### src/rtl/mandel_pkg.sv
// mandel_pkg: fixed-point constants and state encodings shared by
// the mandelbrot pixel scheduler and its coordinate generator.
package mandel_pkg;

   localparam int FIX_W  = 27;
   localparam int FRAC_W = 23;

   // 4.23 two's complement constants
   localparam logic [FIX_W-1:0] ONE  = 27'h0800000;
   localparam logic [FIX_W-1:0] TWO  = 27'h1000000;
   localparam logic [FIX_W-1:0] FOUR = 27'h2000000;

   typedef enum logic [2:0] {
      S_IDLE,
      S_INIT,
      S_RUN,
      S_DRAIN,
      S_DONE
   } state_t;

   typedef enum logic [1:0] {
      SL_FREE,
      SL_LOAD,
      SL_RUN,
      SL_HELD
   } slot_t;

endpackage

### src/rtl/mandel_coord_gen.sv
// mandel_coord_gen: raster walk (x, y, linear address) with
// incremental cr/ci stepping; additions wrap at FIX_W bits.
module mandel_coord_gen #(
   parameter int WIDTH  = 640,
   parameter int HEIGHT = 480,
   parameter int FIX_W  = 27,
   parameter int ADDR_W = 32
) (
   input  logic              clk,
   input  logic              reset,
   input  logic              init,
   input  logic              advance,
   input  logic [FIX_W-1:0]  cr_min,
   input  logic [FIX_W-1:0]  ci_max,
   input  logic [FIX_W-1:0]  dcr,
   input  logic [FIX_W-1:0]  dci,
   output logic [FIX_W-1:0]  cr_cur,
   output logic [FIX_W-1:0]  ci_cur,
   output logic [ADDR_W-1:0] addr,
   output logic              last_pixel
);
   import mandel_pkg::*;

   localparam int XW = $clog2(WIDTH + 1);
   localparam int YW = $clog2(HEIGHT + 1);

   logic [XW-1:0] x;
   logic [YW-1:0] y;
   logic          x_end;

   assign x_end      = (x == XW'(WIDTH - 1));
   assign last_pixel = x_end && (y == YW'(HEIGHT - 1));

   always_ff @(posedge clk or posedge reset) begin
      if (reset) begin
         x      <= '0;
         y      <= '0;
         addr   <= '0;
         cr_cur <= '0;
         ci_cur <= '0;
      end else if (init) begin
         x      <= '0;
         y      <= '0;
         addr   <= '0;
         cr_cur <= cr_min;
         ci_cur <= ci_max;
      end else if (advance) begin
         addr <= addr + ADDR_W'(1);
         if (x_end) begin
            x      <= '0;
            y      <= y + YW'(1);
            cr_cur <= cr_min;
            ci_cur <= ci_cur - dci;
         end else begin
            x      <= x + XW'(1);
            cr_cur <= cr_cur + dcr;
         end
      end
   end

endmodule

### src/rtl/mandel_pixel_scheduler.sv
// mandel_pixel_scheduler: dispatches raster pixels to an iterator bank
// and streams {addr, count} results. Option: MANDEL_SCHED_RR_EN.
module mandel_pixel_scheduler #(
   parameter int N_ITER = 6,
   parameter int WIDTH  = 640,
   parameter int HEIGHT = 480,
   parameter int FIX_W  = 27,
   parameter int ADDR_W = 32
) (
   input  logic                    clk,
   input  logic                    reset,
   input  logic                    start,
   input  logic [FIX_W-1:0]        cr_min,
   input  logic [FIX_W-1:0]        ci_max,
   input  logic [FIX_W-1:0]        dcr,
   input  logic [FIX_W-1:0]        dci,
   output logic [N_ITER-1:0]       it_reset,
   output logic [N_ITER*FIX_W-1:0] it_cr,
   output logic [N_ITER*FIX_W-1:0] it_ci,
   input  logic [N_ITER-1:0]       it_flag,
   input  logic [N_ITER*FIX_W-1:0] it_n,
   output logic                    pix_valid,
   input  logic                    pix_ready,
   output logic [ADDR_W-1:0]       pix_addr,
   output logic [FIX_W-1:0]        pix_n,
   output logic                    busy,
   output logic                    done,
   output logic [31:0]             frame_cycles
);
   import mandel_pkg::*;

   localparam int IW = (N_ITER > 1) ? $clog2(N_ITER) : 1;

   state_t state, state_nx;

   slot_t             sst    [N_ITER];
   logic [FIX_W-1:0]  s_cr   [N_ITER];
   logic [FIX_W-1:0]  s_ci   [N_ITER];
   logic [ADDR_W-1:0] s_addr [N_ITER];
   logic [FIX_W-1:0]  n_arr  [N_ITER];

   logic [N_ITER-1:0] free_v;
   logic [N_ITER-1:0] cand_v;
   logic [IW-1:0]     dsp_idx;
   logic [IW-1:0]     ld_idx;
   logic [IW-1:0]     sel;

   logic start_ok;
   logic dsp_ok;
   logic load;
   logic take;
   logic last_pixel;

   logic [FIX_W-1:0]  cr_cur;
   logic [FIX_W-1:0]  ci_cur;
   logic [ADDR_W-1:0] addr_cur;

   mandel_coord_gen #(
      .WIDTH  (WIDTH),
      .HEIGHT (HEIGHT),
      .FIX_W  (FIX_W),
      .ADDR_W (ADDR_W)
   ) u_coord (
      .clk        (clk),
      .reset      (reset),
      .init       (start_ok),
      .advance    (dsp_ok),
      .cr_min     (cr_min),
      .ci_max     (ci_max),
      .dcr        (dcr),
      .dci        (dci),
      .cr_cur     (cr_cur),
      .ci_cur     (ci_cur),
      .addr       (addr_cur),
      .last_pixel (last_pixel)
   );

   for (genvar g = 0; g < N_ITER; g++) begin : g_pack
      assign it_cr[g*FIX_W +: FIX_W] = s_cr[g];
      assign it_ci[g*FIX_W +: FIX_W] = s_ci[g];
      assign n_arr[g] = it_n[g*FIX_W +: FIX_W];
   end

   // The slot parked in the output register stays HELD but is no
   // longer a candidate for the next load.
   always_comb begin
      free_v   = '0;
      cand_v   = '0;
      it_reset = '0;
      for (int i = 0; i < N_ITER; i++) begin
         free_v[i]   = (sst[i] == SL_FREE);
         cand_v[i]   = (sst[i] == SL_HELD) &&
                       !(pix_valid && sel == IW'(i));
         it_reset[i] = (sst[i] == SL_FREE) ||
                       (sst[i] == SL_LOAD);
      end
   end

   always_comb begin
      dsp_idx = '0;
      for (int i = N_ITER - 1; i >= 0; i--) begin
         if (free_v[i]) dsp_idx = IW'(i);
      end
   end

   always_comb begin
      ld_idx = '0;
`ifdef MANDEL_SCHED_RR_EN
      // walk downward so the nearest index above sel wins
      for (int k = N_ITER; k >= 1; k--) begin
         if (cand_v[(int'(sel) + k) % N_ITER])
            ld_idx = IW'((int'(sel) + k) % N_ITER);
      end
`else
      for (int i = N_ITER - 1; i >= 0; i--) begin
         if (cand_v[i]) ld_idx = IW'(i);
      end
`endif
   end

   assign start_ok = start &&
                     (state == S_IDLE || state == S_DONE);
   assign dsp_ok   = (state == S_INIT || state == S_RUN) &&
                     (|free_v);
   assign take     = pix_valid && pix_ready;
   assign load     = (!pix_valid || pix_ready) && (|cand_v);

   assign busy = (state == S_INIT) || (state == S_RUN) ||
                 (state == S_DRAIN);
   assign done = (state == S_DONE);

   always_ff @(posedge clk or posedge reset) begin
      if (reset) state <= S_IDLE;
      else       state <= state_nx;
   end

   always_comb begin
      state_nx = state;
      unique case (state)
         S_IDLE, S_DONE: begin
            if (start) state_nx = S_INIT;
         end
         S_INIT, S_RUN: begin
            if (dsp_ok && last_pixel) state_nx = S_DRAIN;
            else                      state_nx = S_RUN;
         end
         S_DRAIN: begin
            if ((&free_v) && !pix_valid) state_nx = S_DONE;
         end
         default: state_nx = S_IDLE;
      endcase
   end

   always_ff @(posedge clk or posedge reset) begin
      if (reset) begin
         for (int i = 0; i < N_ITER; i++) begin
            sst[i]    <= SL_FREE;
            s_cr[i]   <= '0;
            s_ci[i]   <= '0;
            s_addr[i] <= '0;
         end
      end else begin
         for (int i = 0; i < N_ITER; i++) begin
            unique case (sst[i])
               SL_FREE: begin
                  if (dsp_ok && dsp_idx == IW'(i)) begin
                     sst[i]    <= SL_LOAD;
                     s_cr[i]   <= cr_cur;
                     s_ci[i]   <= ci_cur;
                     s_addr[i] <= addr_cur;
                  end
               end
               SL_LOAD: sst[i] <= SL_RUN;
               SL_RUN: begin
                  if (it_flag[i]) sst[i] <= SL_HELD;
               end
               SL_HELD: begin
                  if (take && sel == IW'(i)) sst[i] <= SL_FREE;
               end
               default: sst[i] <= SL_FREE;
            endcase
         end
      end
   end

   // sel doubles as the last granted index for round-robin
   always_ff @(posedge clk or posedge reset) begin
      if (reset) begin
         pix_valid <= 1'b0;
         pix_addr  <= '0;
         pix_n     <= '0;
         sel       <= IW'(N_ITER - 1);
      end else if (load) begin
         pix_valid <= 1'b1;
         pix_addr  <= s_addr[ld_idx];
         pix_n     <= n_arr[ld_idx];
         sel       <= ld_idx;
      end else if (take) begin
         pix_valid <= 1'b0;
      end
   end

   always_ff @(posedge clk or posedge reset) begin
      if (reset)         frame_cycles <= '0;
      else if (start_ok) frame_cycles <= '0;
      else if (busy)     frame_cycles <= frame_cycles + 32'd1;
   end

endmodule

### config.mk
export PLATFORM = sky130hd
export DESIGN_NAME = mandel_pixel_scheduler
export DESIGN_NICKNAME = d
export VERILOG_FILES = /design/src/rtl/mandel_pkg.sv /design/src/rtl/mandel_coord_gen.sv /design/src/rtl/mandel_pixel_scheduler.sv
export SDC_FILE = /design/constraint.sdc
export NUM_CORES = 2
export LEC_CHECK = 0
export BUFFER_PORTS_ARGS = -buffer_cell sky130_fd_sc_hd__buf_2
export CAP_MARGIN = 20
export CORE_AREA = 5 5 269 271
export DETAILED_ROUTE_END_ITERATION = 8
export DIE_AREA = 0 0 274 276
export PLACE_DENSITY = 0.73
export SKIP_LAST_GASP = 1
export SLEW_MARGIN = 20
export SYNTH_ARGS = -nofsm -noshare
export SYNTH_HDL_FRONTEND = slang
export SYNTH_SLANG_ARGS = --single-unit
### constraint.sdc
create_clock -name clk -period 38.2 [get_ports clk]
set_clock_uncertainty 0.1 [all_clocks]
set_input_delay 1.91 -clock clk [delete_from_list [all_inputs] [get_ports clk]]
set_output_delay 1.91 -clock clk [all_outputs]
set_load 0.02 [all_outputs]
==> reports/metrics.cfg <==
[outcome]
status=finished, final reports clean

[detailed_routing]
first_iter_violations=1446
avgViaCountPerCell=5.52
drtAntennaViolNets=0
vias=26138
wl_per_cell_um=21.0
dr.pass1.iters=5
wl_mm=99.6
drc=0

[clock_network]
ctsResizeCount=0
numCtsBuffers=79
postCtsSetupRepairBufs=0
clock_latency_ps=630
htreeDepth=3
cts_tree=built
clk_pin_slew_worst_paths_ps=60
clock-root-buffer=clkbuf_16
clock-sinks=731
clk_path_buf_depth=3
cts_hold_buf=0

[critical_path]
r2r_slack_ps=33790
r2r_cells=9
path_class=reg2reg
worstSetupEndpointType=register
crit_end=u_coord.cr_cur[26]
crit_path_max_fanout=24
cp-start-kind=register
r2r_start=sst[10]
critPathRequiredTime_ps=38590
crit_arrival_ps=4790
r2r-end=u_coord.cr_cur[26]
startpoint=sst[10]

[global_route]
overflow=0
grt_pass1_vias=26424
grt_pass1_wl_mm=154
grt_max_degree=120
antenna_found_initial=33
track_usage=0.256

[worst_hold_path]
hp-class=reg2reg

[layout]
final_cell_mix=dfrtp_1 (729), buf_2 (703), mux2_2 (510), nand2_1 (294), nor2_1 (211)
drive_above_1_share=0.373
final_cell_area_sq_um=41700
fin_nets=4074
mostFrequentLayoutCell=dfrtp_1
area_growth_pct=20.8
multi_input_area_sq_um=15300
regArea_sq_um=18300
fillerInstances=5735

[floorplanning]
die_w_um=274
rows=97
die_area_sq_um=75600
dieHeight_um=276
io_pins=704
start_util=0.497
core_area_sq_um=69500

[timing]
final.min_clock_period_ps=4410
fmax_mhz=227
finalSetupViolCount=0
rsz0062_at_grt=false
hold_violations=0
slew-limit-headroom=0.260
worstMarginPinSlew_ps=1110
slew_violations=0
fin_tns_setup_ps=0
period_share=0.115

[logic_synthesis]
synth_edf_count=0
ys_seq_area_frac=0.529
synth_ff_type=dfrtp_1
netlist_area_sq_um=34600
ys_types=73
ys_warn_count=0
avgSynthCellArea_sq_um=11.2
ys_ff_latch=731
syn_inst=3078
synth-async-reset-ratio=1.00
synth_nets=3443

[place]
globalplace.congestion=0.914
portBuffers=703
placed_area_sq_um=38900
dp_hpwl_mm=69.3

[pwr]
p_per_area_nw_per_um2=98.0
leakage_nw=20.4
total_power_w=0.00409
ir_drop_mv=0.0838

[flow_run]
max_cap_violations=0

-- stage by stage --
stage	hold slack (ps)	instances	worst slack (ps)	utilization
6_report	372	4739	33790	0.600
3_3_place_gp	356	4568	33360	0.559
2_1_floorplan	372	3078	15680	-
5_1_grt	385	4729	33510	0.600
4_1_cts	378	4714	33840	0.599
3_5_place_dp	364	4568	33270	0.559
-- where the power goes --
| part | switching, W | internal, W | leakage (nW) | total [W] |
|---|---|---|---|---|
| sequential | 0.000230 | 0.00107 | 9.27 | 0.00130 |
| clock | 0.000320 | 0.000492 | 1.36 | 0.000812 |
| combinational | 0.00121 | 0.000766 | 9.73 | 0.00197 |
| total | 0.00176 | 0.00233 | 20.4 | 0.00409 |
-- worst max-delay path, stage by stage, from the launching register on --
cell and delay, ps:
dfrtp_1 390, inv_1 100, ha_1 330, nor4_1 830, a211oi_4 120, buf_4 260
nand2_1 730, nand2_1 860, a22oi_1 420, nand3_1 100
-- metal layers --
metal / track usage / routed length, um / vias to the layer above
li1: - / - / 12145
met1: 0.314 / 39700 / 12956
met2: 0.423 / 47400 / 815
met3: 0.0701 / 7790 / 204
met4: 0.114 / 4630 / 18
met5: 0 / 102 / -
-- cells by family after synthesis --
logic type	Yosys count	share of synthesized area
AND/OR/NAND/NOR	771	0.102
AO/OA/AOI/OAI	561	0.0982
buffers and inverters	257	0.0297
XOR/XNOR	101	0.0256
flip-flops	731	0.529
adder cells (fa/ha/maj)	85	0.0312
multiplexers	572	0.184
-- Yosys cell counts, types with 11 or more instances --
master      n  share of area
inv_1      71         0.0077
o22ai_1    15         0.0027
xor2_1     69          0.017
a21o_1     22         0.0048
or3_1      20         0.0036
buf_2      37         0.0054
a211oi_1   65          0.014
mux2i_1    62          0.018
and3_1     26         0.0047
mux2_2    510           0.17
and2_1     63          0.011
nor2_1    212          0.023
a31oi_1    77          0.014
nand3_1    54         0.0078
ha_1       83          0.030
nand2b_1   11         0.0020
xnor2_1    32         0.0081
nor2b_1    14         0.0025
dfrtp_1   729           0.53
clkbuf_1  112          0.012
buf_1      33         0.0036
nor3_1     13         0.0019
nand4_1    21         0.0038
a21oi_1   161          0.023
nand2_1   298          0.032
o21ai_0   146          0.021
-- worst min path at each step --
stage                   endpoint  slack, ps          from  cells past startpoint
CTS                  pix_addr[8]        380   pix_addr[8]                      2
finish              pix_addr[14]        370  pix_addr[14]                      2
floorplan            s_addr[128]        370   s_addr[128]                      1
global route        pix_addr[17]        390  pix_addr[17]                      2
global placement    pix_addr[17]        360  pix_addr[17]                      2
detailed placement   pix_addr[8]        360   pix_addr[8]                      2
-- registers in the layout (all words and copies together), names as in the netlist --
name,flops
u_coord.x,10
pix_valid,1
u_coord.cr_cur,27
frame_cycles,32
sel,3
state,3
u_coord.y,9
u_coord.addr,32
it_cr,162
u_coord.ci_cur,27
pix_addr,32
pix_n,27
it_ci,162
sst,12
s_addr,192
-- cell type report --
class,instances,area share
clock inverter,34,0.0123
tap,940,0.0282
antenna,25,0.00150
sequential,731,0.438
inverter,71,0.00656
timing repair buffer,736,0.0903
clock buffer,112,0.0552
multi-input combinational,2090,0.368
No activity file was read; power rests on OpenSTA's default activity.
